==> config.mk <==
export PLATFORM = sky130hd
export DESIGN_NAME = secuenciador_divisor
export DESIGN_NICKNAME = d
export VERILOG_FILES = /design/src/rtl/ctrl_div_pkg.sv /design/src/rtl/secuenciador_divisor_contador_iter.sv /design/src/rtl/secuenciador_divisor.sv
export SDC_FILE = /design/constraint.sdc
export NUM_CORES = 1
export LEC_CHECK = 0
export ABC_AREA = 1
export CORE_MARGIN = 3
export CORE_UTILIZATION = 40
export CTS_CLUSTER_SIZE = 16
export DETAILED_ROUTE_END_ITERATION = 6
export PLACE_DENSITY = 0.79
export SETUP_SLACK_MARGIN = 0.4
export SYNTH_ARGS = -nofsm -noshare
export SYNTH_HDL_FRONTEND = slang
export SYNTH_SLANG_ARGS = --single-unit
==> constraint.sdc <==
create_clock -name reloj -period 1.4 [get_ports reloj]
set_clock_uncertainty 0.1 [all_clocks]
set_input_delay 0.28 -clock reloj [delete_from_list [all_inputs] [get_ports reloj]]
set_output_delay 0.28 -clock reloj [all_outputs]
set_load 0.02 [all_outputs]
==> src/rtl/ctrl_div_pkg.sv <==
// Shared definitions for the shift/subtract divider control: state codes,
// default width, iteration-counter width and the Moore output decode.
package ctrl_div_pkg;

    localparam int unsigned N_DEF  = 16;
    localparam int unsigned ITER_W = 5;

    typedef enum logic [2:0] {
        INICIO   = 3'b000,
        CARGA    = 3'b001,
        DESPLAZA = 3'b010,
        EVALUA   = 3'b011,
        FIN      = 3'b100,
        ERROR    = 3'b101
    } estado_t;

    typedef struct packed {
        logic cargar;
        logic desplazar;
        logic bit_valido;
        logic ocupado;
        logic hecho;
        logic error_div0;
    } ctrl_t;

    // Moore strobes as a function of state only
    function automatic ctrl_t decodificar(estado_t e);
        ctrl_t c;
        c = '0;
        case (e)
            CARGA:    begin c.cargar     = 1'b1; c.ocupado = 1'b1; end
            DESPLAZA: begin c.desplazar  = 1'b1; c.ocupado = 1'b1; end
            EVALUA:   begin c.bit_valido = 1'b1; c.ocupado = 1'b1; end
            FIN:      c.hecho      = 1'b1;
            ERROR:    c.error_div0 = 1'b1;
            default:  c = '0;
        endcase
        return c;
    endfunction

endpackage

==> src/rtl/secuenciador_divisor_contador_iter.sv <==
// Iteration counter: loadable down-counter that saturates at zero.
module contador_iter
    import ctrl_div_pkg::*;
(
    input  logic              reloj,
    input  logic              reset,
    input  logic              cargar_i,
    input  logic              decrementar_i,
    input  logic [ITER_W-1:0] valor_i,
    output logic [ITER_W-1:0] cuenta_o,
    output logic              cero_o
);

    logic [ITER_W-1:0] cuenta_q;
    logic [ITER_W-1:0] cuenta_d;

    // Load has priority; decrement only while nonzero so the count never wraps
    always_comb begin
        cuenta_d = cuenta_q;
        if (cargar_i) begin
            cuenta_d = valor_i;
        end else if (decrementar_i && (cuenta_q != '0)) begin
            cuenta_d = cuenta_q - 1'b1;
        end
    end

    // Count register, falling-edge clocked with asynchronous clear
    always_ff @(negedge reloj or negedge reset) begin
        if (!reset) begin
            cuenta_q <= '0;
        end else begin
            cuenta_q <= cuenta_d;
        end
    end

    assign cuenta_o = cuenta_q;
    assign cero_o   = (cuenta_q == '0);

endmodule

==> src/rtl/secuenciador_divisor.sv <==
// Control sequencer for a restoring shift/subtract divider. Sequences
// load, N shift/evaluate pairs, then holds the done or div-by-zero flag
// until the host drops go.
module secuenciador_divisor
    import ctrl_div_pkg::*;
#(
    parameter int unsigned N = N_DEF
) (
    input  logic              reloj,
    input  logic              reset,
    input  logic              go,
    input  logic              divisor_no_cero,
    input  logic              residuo_ge,
    output logic              cargar,
    output logic              desplazar,
    output logic              restar,
    output logic              bit_q,
    output logic              bit_valido,
    output logic              ocupado,
    output logic              hecho,
    output logic              error_div0,
    output logic [2:0]        est,
    output logic [ITER_W-1:0] iter
);

    localparam logic [ITER_W-1:0] ITER_INI = ITER_W'(N - 1);

    estado_t           estado_q;
    estado_t           estado_d;
    ctrl_t             ctrl_q;
    logic              iter_cero;
    logic              en_carga;
    logic              en_evalua;

    assign en_carga  = (estado_q == CARGA);
    assign en_evalua = (estado_q == EVALUA);

    // Next-state logic; go/divisor_no_cero only matter in the waiting states
    always_comb begin
        estado_d = estado_q;
        case (estado_q)
            INICIO:   if (go) estado_d = divisor_no_cero ? CARGA : ERROR;
            CARGA:    estado_d = DESPLAZA;
            DESPLAZA: estado_d = EVALUA;
            EVALUA:   estado_d = iter_cero ? FIN : DESPLAZA;
            FIN:      if (!go) estado_d = INICIO;
            ERROR:    if (!go) estado_d = INICIO;
            default:  estado_d = INICIO;
        endcase
    end

    // State and Moore outputs; outputs decode the next state so that the
    // registered copy always equals the decode of the present state
    always_ff @(negedge reloj or negedge reset) begin
        if (!reset) begin
            estado_q <= INICIO;
            ctrl_q   <= '0;
        end else begin
            estado_q <= estado_d;
            ctrl_q   <= decodificar(estado_d);
        end
    end

    contador_iter u_contador_iter (
        .reloj         (reloj),
        .reset         (reset),
        .cargar_i      (en_carga),
        .decrementar_i (en_evalua),
        .valor_i       (ITER_INI),
        .cuenta_o      (iter),
        .cero_o        (iter_cero)
    );

    assign cargar     = ctrl_q.cargar;
    assign desplazar  = ctrl_q.desplazar;
    assign bit_valido = ctrl_q.bit_valido;
    assign ocupado    = ctrl_q.ocupado;
    assign hecho      = ctrl_q.hecho;
    assign error_div0 = ctrl_q.error_div0;
    assign restar     = en_evalua & residuo_ge;
    assign bit_q      = en_evalua & residuo_ge;
    assign est        = estado_q;

endmodule

==> impl_summary.md, run 1 <==
Status
The run finished, with violations left. The final reports fail on setup timing.

Synth
When the netlist entered floorplanning its net count stood at 81. The flip-flop and latch count after synthesis is 14. Counting flops with a built-in enable in the synthesized netlist gives 0. By area the synthesized netlist is led by dfrtn_1 (52%), inv_1 (7.8%), nand2_1 (5.6%), ha_1 (3.7%), nand3_1 (3.7%). By count the netlist is led by dfrtn_1 (14), inv_1 (14), nand2_1 (10). In the synthesized netlist, the number of instances is 74. The area share of the largest cell type after synthesis is 0.5185. The number of unique standard cell types used by synthesis is 20. The prevailing post-synth register cell is dfrtn_1. The cell area after synthesis is 675.6 sq um. The mean area per synthesized cell is 9.130 sq um.

The synthesis warning total is 0. The largest area contributor in the netlist is dfrtn_1. Of the synthesized area, sequential elements account for 0.5185. The async set or reset register ratio after synthesis is 1.000.

Finish
Leaving out filler cells and counting taps, the final layout contains 149. The area growth from synthesis to layout is 116.7%. Of the cells placed in the final design, the portion with a size suffix greater than 1 is 0.6992. Across the whole layout, storage elements account for 350.3 sq um.

The number of antenna diodes in the final layout is 0. The net count of the finished layout is 142. The area of the multi-input gates is 404.1 sq um.

The count of fill cells added during filler insertion is 42.

Die
21 I/O pins were placed. The die area is 0.002218 sq mm. The core region area is 0.001541 sq mm. The cell row count is 14. In this run the horizontal extent of the chip is 47.10 um. For this configuration, the core starts out at a cell density of 0.4383.

The die extent in y is 47.10 um.

Worst setup path
The category of the worst setup path launch point is a register. The data arrival time at the worst-slack endpoint is 1900 ps. In this run the worst path has a maximum fanout of 2.

The type of the worst setup path is reg -> out. The data required time of the worst path is 1020 ps. The kind of end point of the critical path is an output pin.

Routing
The count of vias placed by the detailed router is 788. The remaining design rule violation count is 0. Summed over all layers, the routed wires come to 2778 um. The number of detailed-routing iterations run before antenna repair is 4.

The via-per-instance ratio is 5.289. In this run, the number of DRC markers left after iteration 0 of detailed routing was 48. The count of nets left with antenna violations once routing finished came out at 0.

The mean routed wirelength per cell is 18.64 um.

Clocking
The number of hold buffers added after CTS was 0. Clock tree synthesis found a total of 14 sinks. The total clock buffers created by CTS is 3. TritonCTS built the clock tree.

The clock slew at the register clock pins of the worst setup and hold paths is 60 ps. The CTS H-tree depth is 1. The clock latency on the worst-skew pair is 280 ps. The root buffer cell chosen for the clock tree is clkbuf_4. Counting along the longest clock path gives a buffer depth of 2.

STA
Setup violations remaining at the end of the flow were counted as 29. The number of max-slew violations in the final report is 0. The final worst-path setup slack is -884.2 ps. The worst relative slew slack is 0.8635. Across all hold checks on the routed design, the worst slack comes to 514.2 ps. The setup TNS is -11680 ps. The hold violation count in the final report was 0. Setup repair after global routing could not meet its margin everywhere. The transition at the pin with the smallest max-transition slack is 204.5 ps.

Global route
In the global route stage, overall resource usage came out at 0.2060. The total congestion overflow is 0. Entering global routing, the biggest net connects 8 pins. The initial antenna violation count is 0.

The number of global-route vias before repair was 722. The wire length of the first global-routing pass is 3125 um.

Placed design
The pre-CTS worst setup slack is -994.6 ps. Input and output buffers added on the ports amount to 20. At the end of routability-driven placement, the weighted congestion stood at 0.7274. The total placed cells including tap cells is 122.

The detailed placer's ending HPWL is 1111 um.

Power and ir drop
Dividing total power by cell area gives a power density of 2463 mW/mm^2. The analysis attributes to net switching a power of 0.001570 W. Cell internal power was estimated by the tool at 0.002035 W. The maximum vdd drop is 1.834 mV. The combinational share of power is 0.747. The share of total power consumed by net switching is 0.4356. The share of total power dissipated in the clock network is 0.064. The leakage dissipation is 0.7388 nW. The sequential group share of total power is 0.189. The total power is 0.003605 W.

Min path
The class of the tightest hold or removal check is in -> async.

Job
Across the run, the number of max-cap violations was 0.
==> layout by cell type, fill, tap and decap left out, types with 2 or more instances in the layout <==
cell type  instances
buf_8              2
dfrtn_1           14
inv_4              5
inv_2              3
nor2_1             2
buf_6             29
nand3_1            2
nand2_4            5
clkbuf_4           3
nor2_4             6
nand3_2            3
nand2_2            6
nand3_4            2
o21ai_1            3
nand4_1            3
inv_1              7
o21ai_2            2
buf_4             21
nand2_1            2
==> registers in the layout, indices dropped and copies added (netlist names) <==
signal	flops
u_contador_iter.cuenta_o	5
error_div0	1
bit_valido	1
ocupado	1
est	3
desplazar	1
hecho	1
cargar	1
==> power by group through the flow <==
stage	Clock, W	Combinational, W	Sequential, W
global placement	0	0.00150	0.000641
global route	0.000256	0.00282	0.000692
floorplan	0	0.000638	0.000886
finish	0.000231	0.00269	0.000681
CTS	0.000235	0.00193	0.000664
detailed placement	0	0.00153	0.000647
==> logic make-up (layout without fill, tap and decap cells) <==
logic type               Yosys count  count (layout)  synth area share
buffers and inverters             16              75           0.09444
XOR/XNOR                           1               1           0.01297
flip-flops                        14              14            0.5185
AO/OA/AOI/OAI                      9               9           0.07408
AND/OR/NAND/NOR                   32              32            0.2630
adder cells (fa/ha/maj)            2               2           0.03703
==> routing by layer <==
metal / part of all wire / up-vias / GRT usage
met2: 0.54 / 37 / 0.3496
met3: 0.061 / 10 / 0.02682
li1: - / 356 / -
met4: 0.021 / 0 / 0.08287
met1: 0.38 / 385 / 0.2637
met5: 0 / - / 0
==> worst max-delay path: stages (launching register included) <==
cell and delay [ps]:
dfrtn_1 450, nand2_2 90, nor3b_4 230, buf_6 150
==> cell type report <==
class | instances | area share
inverter | 15 | 0.04701
multi-input combinational | 44 | 0.2761
tap | 16 | 0.01368
timing repair buffer | 57 | 0.4085
sequential | 14 | 0.2393
clock buffer | 3 | 0.01538
==> stage by stage <==
| step | cell area [sq um] | util |
|---|---|---|
| 2_1_floorplan | 723.2 | - |
| 3_3_place_gp | 1042 | 0.6761 |
| 3_5_place_dp | 1042 | 0.6761 |
| 4_1_cts | 1266 | 0.8214 |
| 5_1_grt | 1464 | 0.9497 |
| 6_report | 1464 | 0.9497 |
==> timing repair <==
action / 4_1_cts / 5_1_grt
resized for setup: 132 / 24
setup endpoints to repair: 44 / 30
setup buffers: 8 / 15
gates cloned: 1 / 0
pin swaps: 13 / 12
==> final timing paths <==
check	endpoint	from	slack, ps	cells after the start
min in group reloj	u_contador_iter.cuenta_o[3]	u_contador_iter.cuenta_o[3]	550	3
max in group asynchronous	est[1]	reset	410	2
max reg2reg	error_div0	est[0]	-230	8
max	bit_q	est[0]	-880	3
min	est[2]	reset	510	2
min reg2reg	u_contador_iter.cuenta_o[3]	u_contador_iter.cuenta_o[3]	550	3
(Power assumes the default switching activity.)
==> run 2, diff against run 1 <==
--- a/config.mk
+++ b/config.mk
@@ -6,11 +6,13 @@
 export NUM_CORES = 1
 export LEC_CHECK = 0
 export ABC_AREA = 1
+export CELL_PAD_IN_SITES_DETAIL_PLACEMENT = 1
+export CELL_PAD_IN_SITES_GLOBAL_PLACEMENT = 1
 export CORE_MARGIN = 3
-export CORE_UTILIZATION = 40
+export CORE_UTILIZATION = 29
 export CTS_CLUSTER_SIZE = 16
 export DETAILED_ROUTE_END_ITERATION = 6
-export PLACE_DENSITY = 0.79
+export PLACE_DENSITY = 0.78
 export SETUP_SLACK_MARGIN = 0.4
 export SYNTH_ARGS = -nofsm -noshare
 export SYNTH_HDL_FRONTEND = slang
==> impl_summary.md, run 2 (same netlist as run 1, synthesis figures left out) <==
Clocking
The total clock buffers created by CTS is 3. The hold buffer count at cts is 0. The clock slew at the register clock pins of the worst setup and hold paths is 60 ps. The clock net in this run drives a total of 14 sinks.

The CTS H-tree depth is 1. The clock latency on the worst-skew pair is 290 ps. TritonCTS built the clock tree. The buffer depth of the longest clock path is 2.

The CTS root buffer is clkbuf_4.

Finish
Leaving out fill and tap cells, the most frequent cells in the layout are buf_6 (23), buf_4 (17), dfrtn_1 (14), inv_1 (7), nand2_2 (6). The total inserted antenna cells is 0. In the final layout, the share of cells above drive strength 1 is 0.6721. The area growth from synthesis to layout is 96.85%. The cell area after layout is 0.001330 sq mm.

The count of fill cells added during filler insertion is 226. The net count of the finished layout is 131. Leaving out fill and tap cells, the most frequent cell in the layout is buf_6.

The register with the most flip-flops in the layout has 5 of them.

Job
Max-cap violations in this run came to 0.

Global route
The maximum number of pins on one net before global-route repair is 8. The first global-routing pass estimated 3891 um of wire. The initial antenna violation count is 0. The number of global-route vias before repair was 813. The global routing usage summed across all routing layers is 0.1895. The total congestion overflow is 0.

STA
The number of max-slew violations in the final report is 0. Setup repair after global routing could not meet its margin everywhere. Setup slack on the critical path of the routed design comes to -888.0 ps.

The worst hold margin is 505.6 ps. For the pin with the worst max-slew slack, the measured transition is 232.5 ps. Setup total negative slack on the finished layout was measured at -12420 ps. The hold violation count in the final report is 0. The number of failing setup endpoints in the final timing report is 29. The worst relative slew slack is 0.8447.

Die
From bottom edge to top edge, the die measures 54.27 um. The die covers 0.002945 sq mm. The initial cell density of the core is 0.3245. From left edge to right edge, the die measures 54.27 um. After floorplanning, the core was divided into 16 placement rows.

The total I/O pin count is 21. The core region area is 0.002082 sq mm.

Placed design
Once placement finished, the instance area stood at 0.001056 sq mm. The count of buffers added on input and output ports is 20. Prior to clock tree synthesis, the placed netlist has a worst setup slack of -1080 ps. At the end of routability-driven placement, the weighted congestion stood at 0.7317. Once detailed placement completed, the half-perimeter wirelength came to 1388 um.

Worst setup path
The kind of end point of the critical path is an output pin. The worst setup path is launched from a register. For the worst setup path, the data required time is 1020 ps. The data arrival time at the worst-slack endpoint is 1910 ps. The largest driver fanout on the critical path is 2. The type of the worst setup path is reg -> out.

Routing
After detailed routing, the number of remaining DRC violations is 0. Using the TritonRoute via totals, the vias-per-cell ratio works out to 4.685. The detail route stage leaves a number of antenna-violating nets equal to 0. The wire length reported by the detailed router is 2567 um. The violation count after the first detailed-route iteration is 1.

In the final routed layout, each cell accounts on average for 17.23 um. The number of detailed-routing iterations run before antenna repair is 2. Summing over every cut layer, the via total after detailed routing is 698.

Min path
The path class of the tightest hold or removal check is in -> async.

Power and ir drop
The total power is 0.003207 W. The ratio of total power to cell area is 2411 mW/mm^2. For this design the static power due to leakage is 0.6630 nW. The maximum vdd drop is 1.485 mV.

Status
The run finished, with violations left. The checks that failed: setup timing.
[run 2: where the power goes]
part           switching, W  internal, W  leakage, nW
combinational       0.00118      0.00111        0.477
clock              0.000141     0.000100       0.0138
sequential         0.000104     0.000571        0.172
total               0.00143      0.00178        0.663
[run 2: layer usage]
metal  vias to the layer above  GRT usage  share of wire
li1                        334          -              -
met1                       343     0.2292           0.41
met2                        15     0.3267           0.53
met3                         6    0.03815          0.033
met4                         0    0.07469          0.020
met5                         -          0              0
[run 2: final cells by class]
type,instances,area [sq um],share of cell area
tap,27,33.78,0.02540
clock buffer,3,22.52,0.01693
multi-input combinational,44,375.4,0.2822
timing repair buffer,46,480.5,0.3612
sequential,14,350.3,0.2634
inverter,15,67.56,0.05080
[run 2: critical path, cell delays in order, from the launching register on]
cell     delay (ps)
dfrtn_1         440
nand2_2          90
nor3b_4         240
buf_6           150
[run 2: what timing repair did]
| item | 4_1_cts | 5_1_grt |
|---|---|---|
| pin swaps | 11 | 5 |
| endpoints found under the hold margin | 0 | 0 |
| gates resized for setup | 131 | 11 |
| gates cloned | 1 | 0 |
| setup endpoints to repair | 44 | 30 |
| setup buffers | 5 | 7 |
[run 2: path summary, 6_finish.rpt]
check / slack (ps) / cells past startpoint / start / to
worst max-delay path: -890 / 3 / est[1] / bit_q
worst min-delay path: 510 / 2 / reset / bit_valido
worst max register to register: -280 / 9 / u_contador_iter.cuenta_o[2] / u_contador_iter.cuenta_o[2]
max in group asynchronous: 420 / 2 / reset / u_contador_iter.cuenta_o[2]
min in group reloj: 510 / 3 / u_contador_iter.cuenta_o[3] / u_contador_iter.cuenta_o[3]
worst min register to register: 510 / 3 / u_contador_iter.cuenta_o[3] / u_contador_iter.cuenta_o[3]
[run 2: stage by stage]
stage,instances,util
CTS,142,0.5938
global route,149,0.6388
detailed placement,133,0.5072
finish,149,0.6388
global placement,133,0.5072
floorplan,74,-
